$ cat config.mk
export PLATFORM = sky130hd
export DESIGN_NAME = fano_conv_encoder
export DESIGN_NICKNAME = d
export VERILOG_FILES = /design/src/rtl/fano_pkg.sv /design/src/rtl/fano_parity_xor.sv /design/src/rtl/fano_conv_encoder.sv
export SDC_FILE = /design/constraint.sdc
export NUM_CORES = 1
export LEC_CHECK = 0
export ABC_AREA = 0
export BUFFER_PORTS_ARGS = -buffer_cell sky130_fd_sc_hd__buf_4
export CORE_MARGIN = 1.5
export CORE_UTILIZATION = 43
export DETAILED_ROUTE_END_ITERATION = 7
export PLACE_DENSITY_LB_ADDON = 0.15
export SYNTH_ARGS = -nofsm -noshare
export SYNTH_HDL_FRONTEND = slang
export SYNTH_HIERARCHICAL = 1
export SYNTH_SLANG_ARGS = --single-unit
$ cat constraint.sdc
create_clock -name clk -period 8.2 [get_ports clk]
set_input_delay 2.05 -clock clk [delete_from_list [all_inputs] [get_ports clk]]
set_output_delay 2.05 -clock clk [all_outputs]
set_load 0.02 [all_outputs]
$ cat src/rtl/fano_pkg.sv
// rtl/fano_pkg.sv - shared Fano link constants: code masks, rate encoding, FSM states
package fano_pkg;

    localparam int K        = 89;
    localparam int TAIL_LEN = 88;

    // Parity tap masks; bit k taps the encoder bit k steps in the past.
    localparam logic [K-1:0] MASK_1_2 = 89'hD354E3267;
    localparam logic [K-1:0] MASK_3_4 = 89'h87AFC51E7688DDEE;
    localparam logic [K-1:0] MASK_7_8 = 89'o77663166177600720153763372136;

    typedef enum logic [1:0] {
        RATE_1_2  = 2'd0,
        RATE_3_4  = 2'd1,
        RATE_7_8  = 2'd2,
        RATE_RSVD = 2'd3
    } code_rate_t;

    typedef enum logic [1:0] {
        S_IDLE = 2'd0,
        S_DATA = 2'd1,
        S_TAIL = 2'd2
    } enc_state_t;

    // The reserved code falls back to rate 1/2.
    function automatic logic [K-1:0] rate_to_mask(input code_rate_t rate);
        case (rate)
            RATE_3_4: return MASK_3_4;
            RATE_7_8: return MASK_7_8;
            default:  return MASK_1_2;
        endcase
    endfunction

endpackage

$ cat src/rtl/fano_parity_xor.sv
// rtl/fano_parity_xor.sv - masked XOR reduction of an 89-bit code register
// Ports: state (code register incl. newest bit at [0]), mask (tap mask), parity (XOR of tapped bits).
module fano_parity_xor
    import fano_pkg::*;
(
    input  logic [K-1:0] state,
    input  logic [K-1:0] mask,
    output logic         parity
);

    assign parity = ^(state & mask);

endmodule

$ cat src/rtl/fano_conv_encoder.sv
// rtl/fano_conv_encoder.sv - streaming convolutional encoder, one {systematic, parity} symbol per info bit
// Ports: clk, reset_n (async, active low); input beat i_vld/i_data/i_eof with o_rdy; frame config
//        i_code_rate/i_diff_en sampled on the first beat; output symbol o_vld/o_sym/o_last with i_rdy;
//        o_busy high while a frame is in progress.
// Build option: FANO_ENC_TAIL_EN adds the 88-symbol zero tail after each frame.
module fano_conv_encoder
    import fano_pkg::*;
(
    input  logic       clk,
    input  logic       reset_n,
    input  logic [1:0] i_code_rate,
    input  logic       i_diff_en,
    input  logic       i_vld,
    input  logic       i_data,
    input  logic       i_eof,
    output logic       o_rdy,
    output logic       o_vld,
    output logic [1:0] o_sym,
    output logic       o_last,
    input  logic       i_rdy,
    output logic       o_busy
);

    enc_state_t   state;
    logic [K-1:0] s_reg;
    logic [K-1:0] mask_reg;
    logic         d_reg;
    logic         diff_reg;
`ifdef FANO_ENC_TAIL_EN
    localparam logic [6:0] TAIL_LAST = 7'(TAIL_LEN - 1);
    logic [6:0]   tail_cnt;
`endif

    logic         out_adv;
    logic         in_fire;
    logic         emit;
    logic         in_idle;
    logic [K-1:0] eff_mask;
    logic [K-1:0] s_base;
    logic [K-1:0] s_next;
    logic         d_base;
    logic         diff_use;
    logic         b;
    logic         parity;

    assign out_adv = !o_vld || i_rdy;
    assign o_rdy   = reset_n && (state != S_TAIL) && out_adv;
    assign in_fire = i_vld && o_rdy;
    assign emit    = in_fire || ((state == S_TAIL) && out_adv);
    assign o_busy  = (state != S_IDLE);
    assign in_idle = (state == S_IDLE);

    // The first beat of a frame uses the live configuration and a zeroed history,
    // so the frame does not depend on what the previous frame left behind.
    always_comb begin
        eff_mask = in_idle ? rate_to_mask(code_rate_t'(i_code_rate)) : mask_reg;
        s_base   = in_idle ? '0 : s_reg;
        d_base   = in_idle ? 1'b0 : d_reg;
        diff_use = in_idle ? i_diff_en : diff_reg;
        b        = 1'b0;
        if (state != S_TAIL) begin
            b = i_data ^ (diff_use & d_base);
        end
        s_next   = {s_base[K-2:0], b};
    end

    fano_parity_xor u_parity (
        .state  (s_next),
        .mask   (eff_mask),
        .parity (parity)
    );

    always_ff @(posedge clk or negedge reset_n) begin
        if (!reset_n) begin
            state    <= S_IDLE;
            s_reg    <= '0;
            mask_reg <= MASK_1_2;
            d_reg    <= 1'b0;
            diff_reg <= 1'b0;
            o_vld    <= 1'b0;
            o_sym    <= 2'b00;
            o_last   <= 1'b0;
`ifdef FANO_ENC_TAIL_EN
            tail_cnt <= '0;
`endif
        end else if (out_adv) begin
            o_vld  <= emit;
            o_last <= 1'b0;
            if (emit) begin
                o_sym <= {b, parity};
                s_reg <= s_next;
            end
            case (state)
                S_IDLE, S_DATA: begin
                    if (in_fire) begin
                        d_reg <= b;
                        if (in_idle) begin
                            mask_reg <= eff_mask;
                            diff_reg <= i_diff_en;
                        end
                        if (i_eof) begin
`ifdef FANO_ENC_TAIL_EN
                            state    <= S_TAIL;
                            tail_cnt <= '0;
`else
                            state    <= S_IDLE;
                            o_last   <= 1'b1;
`endif
                        end else begin
                            state <= S_DATA;
                        end
                    end
                end
                S_TAIL: begin
`ifdef FANO_ENC_TAIL_EN
                    tail_cnt <= tail_cnt + 7'd1;
                    if (tail_cnt == TAIL_LAST) begin
                        o_last <= 1'b1;
                        state  <= S_IDLE;
                    end
`else
                    state <= S_IDLE;
`endif
                end
                default: state <= S_IDLE;
            endcase
        end
    end

endmodule

==> metrics.md <==
| Metric | Value |
|---|---|
| Sequential area share after synthesis | `0.5070` |
| Setup violators final | `0` |
| Leading cell type in the layout, fill and taps excluded | `nand2_1` |
| Gate Count Post-Synth | `839` |
| Fmax | `approximately 0.18 GHz` |
| H-Tree Depth | `4` |
| Met1 WL | `9318 um` |
| WL/cell | `17.01 um` |
| Drt first pass iters | `4` |
| Antenna diodes | `0` |
| Hold Startpoint | `mask_reg[43]$_DFFE_PN0P_` |
| Hold Path Class | `reg2reg` |
| Worst path slowest cell | `clkbuf_8` |
| Worst Setup SP | `reset_n` |
| Commonest non-fill, non-tap cells in the layout | `nand2_1, dfrtp_1, and2_1, mux2_2, a21o_1` |
| Initial DRC Count | `270` |
| Postcts setup bufs | `0` |
| Fin crit share | `0.6602` |
| Worst Path Required | `between 6000 and 7000 ps` |
| Layout cells sized above 1 | `0.2019` |
| Status | `completed` |
| Clock tree buffer depth | `2` |
| Total global-route track usage | `0.1848` |
| Pin count of the biggest net entering global routing | `about 130` |
| Tmin final | `~5400 ps` |
| CTS Buf Count | `17` |
| Final ANT Viol Nets | `0` |
| Core Area | `just over 20000 um^2` |
| Final setup skew | `between 7 and 8 ps` |
| Global-route wire length before repair | `between 30000 and 40000 um` |
| Crit. End Element | `primary output` |
| Clock latency at the later pin of the worst-skew pair | `roughly 420 ps` |
| Maximum vdd ir drop | `between 100 and 150 uV` |
| Starting density of the core | `0.4420` |
| DIE AREA | `~22000 um^2` |
| GP Congestion | `~0.77` |
| Reg-to-Reg Start | `state[0]$_DFFE_PN0P_` |
| FF+latch count, synth | `182` |
| Total grt overflow | `0` |
| Crit-path leading delay family | `buffers and inverters` |
| Residual DRC | `0` |
| Worst-path clk slew | `around 60 ps` |
| Total Power | `between 2000 and 2500 uW` |
| Area grow syn2layout | `9.339%` |
| Synthesized net count | `approximately 850` |
| Critical path's largest stage delay | `slightly above 700 ps` |
| Cell area after synthesis | `roughly 9000 um^2` |
| Worst Setup Start Kind | `input pin` |
| Met2 wire length | `8867 um` |
| Critical-path cell list | `clkbuf_8, inv_2, nor2_1, buf_4` |
| # resized after CTS | `0` |
| CTS tree | `built` |
| Total wire length | `around 19000 um` |
| PD cells | `approximately 220 nW/um^2` |
| Pleak | `roughly 0.0051 uW` |
| Synth warn | `6` |
| Hold-fix buffer count after cts | `0` |
| Die Width | `roughly 150 um` |
| Measured slew at the worst slew-check pin | `approximately 1200 ps` |
| Yosys cell types | `31` |
| Crit path kind | `in2out` |
| CP bufs+invs | `3` |
| Met3 wire length | `roughly 420 um` |
| Via/cell ratio | `between 5 and 6` |
| Placed wire-length estimate | `12020 um` |
| Sink Count | `approximately 180` |
| PortBufs | `14` |
| Layout net count | `842` |
| Post-route setup TNS | `0 ps` |
| Initial antenna violation count | `0` |
| Ports | `15` |
| Hold Vio Cnt, Final | `0` |
| Slew headroom | `0.2040` |
| CTS root buffer | `clkbuf_16` |
| Max Used Layer | `met4` |
| Max reg flops | `between 80 and 90` |
| DR vias | `about 5600` |
| Num rows | `52` |
| Max-Cap Viols | `0` |
| Vias in the first global route | `between 5000 and 6000` |
| Die height | `roughly 150 um` |
| CP arrival | `3360 ps` |
| CP max FO | `approximately 120` |
| Final-report max-slew violation count | `0` |
| RSZ-0062 raised after global routing | `false` |
| Syn Area/Cell | `10.76 um^2` |
## synthesized netlist by cell type (all sizes together)
cell type / count / area (um^2)
clkbuf: 28 / 105.1
ha: 4 / 50.05
xnor2: 67 / 586.8
and3: 1 / 6.260
xor2: 20 / 175.2
or3: 1 / 6.260
nand3: 2 / 10.01
mux2i: 1 / 10.01
inv: 6 / 22.52
nor4: 5 / 52.55
a21o: 85 / 638.1
a22o: 1 / 8.760
dfrtp: 163 / 4079
mux2: 92 / 1051
and4: 1 / 8.760
dfstp: 19 / 499.2
a221o: 1 / 10.01
buf: 22 / 130.1
nor2: 5 / 18.77
and2: 124 / 775.7
nor2b: 1 / 13.76
nand2: 173 / 649.4
nand2b: 16 / 100.1
xnor3: 1 / 22.52
## through the flow
step | instance area (um^2) | cells | utilization | setup slack (ps) | hold WS [ps]
finish | 9873 | 1112 | 0.4833 | 2786 | 475.1
global route | 9873 | 1112 | 0.4833 | 2544 | 495.3
CTS | 9873 | 1112 | 0.4833 | 2709 | 481.1
detailed placement | 9313 | 1080 | 0.4558 | 2709 | 463.3
global placement | 9313 | 1080 | 0.4558 | 2778 | 458.9
floorplan | 9030 | 839 | - | 3531 | 445.0
## layer usage
metal / track usage / up-vias
li1: - / 2702
met1: 0.2537 / 2791
met2: 0.2993 / 56
met3: 0.03210 / 21
met4: 0.05693 / 0
met5: 0 / -
## layout make-up
class                   count  area (um^2)
clock buffers              21        460.4
clock inverters            11        100.1
fillers                  1895        10560
inverters                   6        22.52
multi-input cells         601         4207
flip-flops and latches    182         4582
well taps                 270        337.8
repair buffers             21        163.9
## worst paths after layout
path	to	cells after the start	slack (ps)
setup / recovery	o_rdy	4	2790
hold / removal	mask_reg[43]$_DFFE_PN0P_	1	480
setup reg to reg	o_sym[0]$_DFFE_PN0P_	10	4310
hold reg to reg	mask_reg[43]$_DFFE_PN0P_	1	480
max in group asynchronous	s_reg[79]$_DFFE_PN0P_	2	4990
min in group asynchronous	s_reg[27]$_DFFE_PN0P_	1	1790
## where the power goes
part | internal [uW] | switching, uW | total (uW)
logic | 161 | 175 | 336
registers | 1020 | 71.1 | 1090
clock network | 436 | 345 | 781
## logic make-up after synthesis
logic type | count (synthesis) | synth area share
AND/OR/NAND/NOR | 329 | 0.1818
flip-flops | 182 | 0.5070
multiplexers | 93 | 0.1175
XOR/XNOR | 88 | 0.08688
AO/OA/AOI/OAI | 87 | 0.07274
buffers and inverters | 56 | 0.02854
adder cells (fa/ha/maj) | 4 | 0.005543
Note: power is estimated with default switching activity, not from simulation.
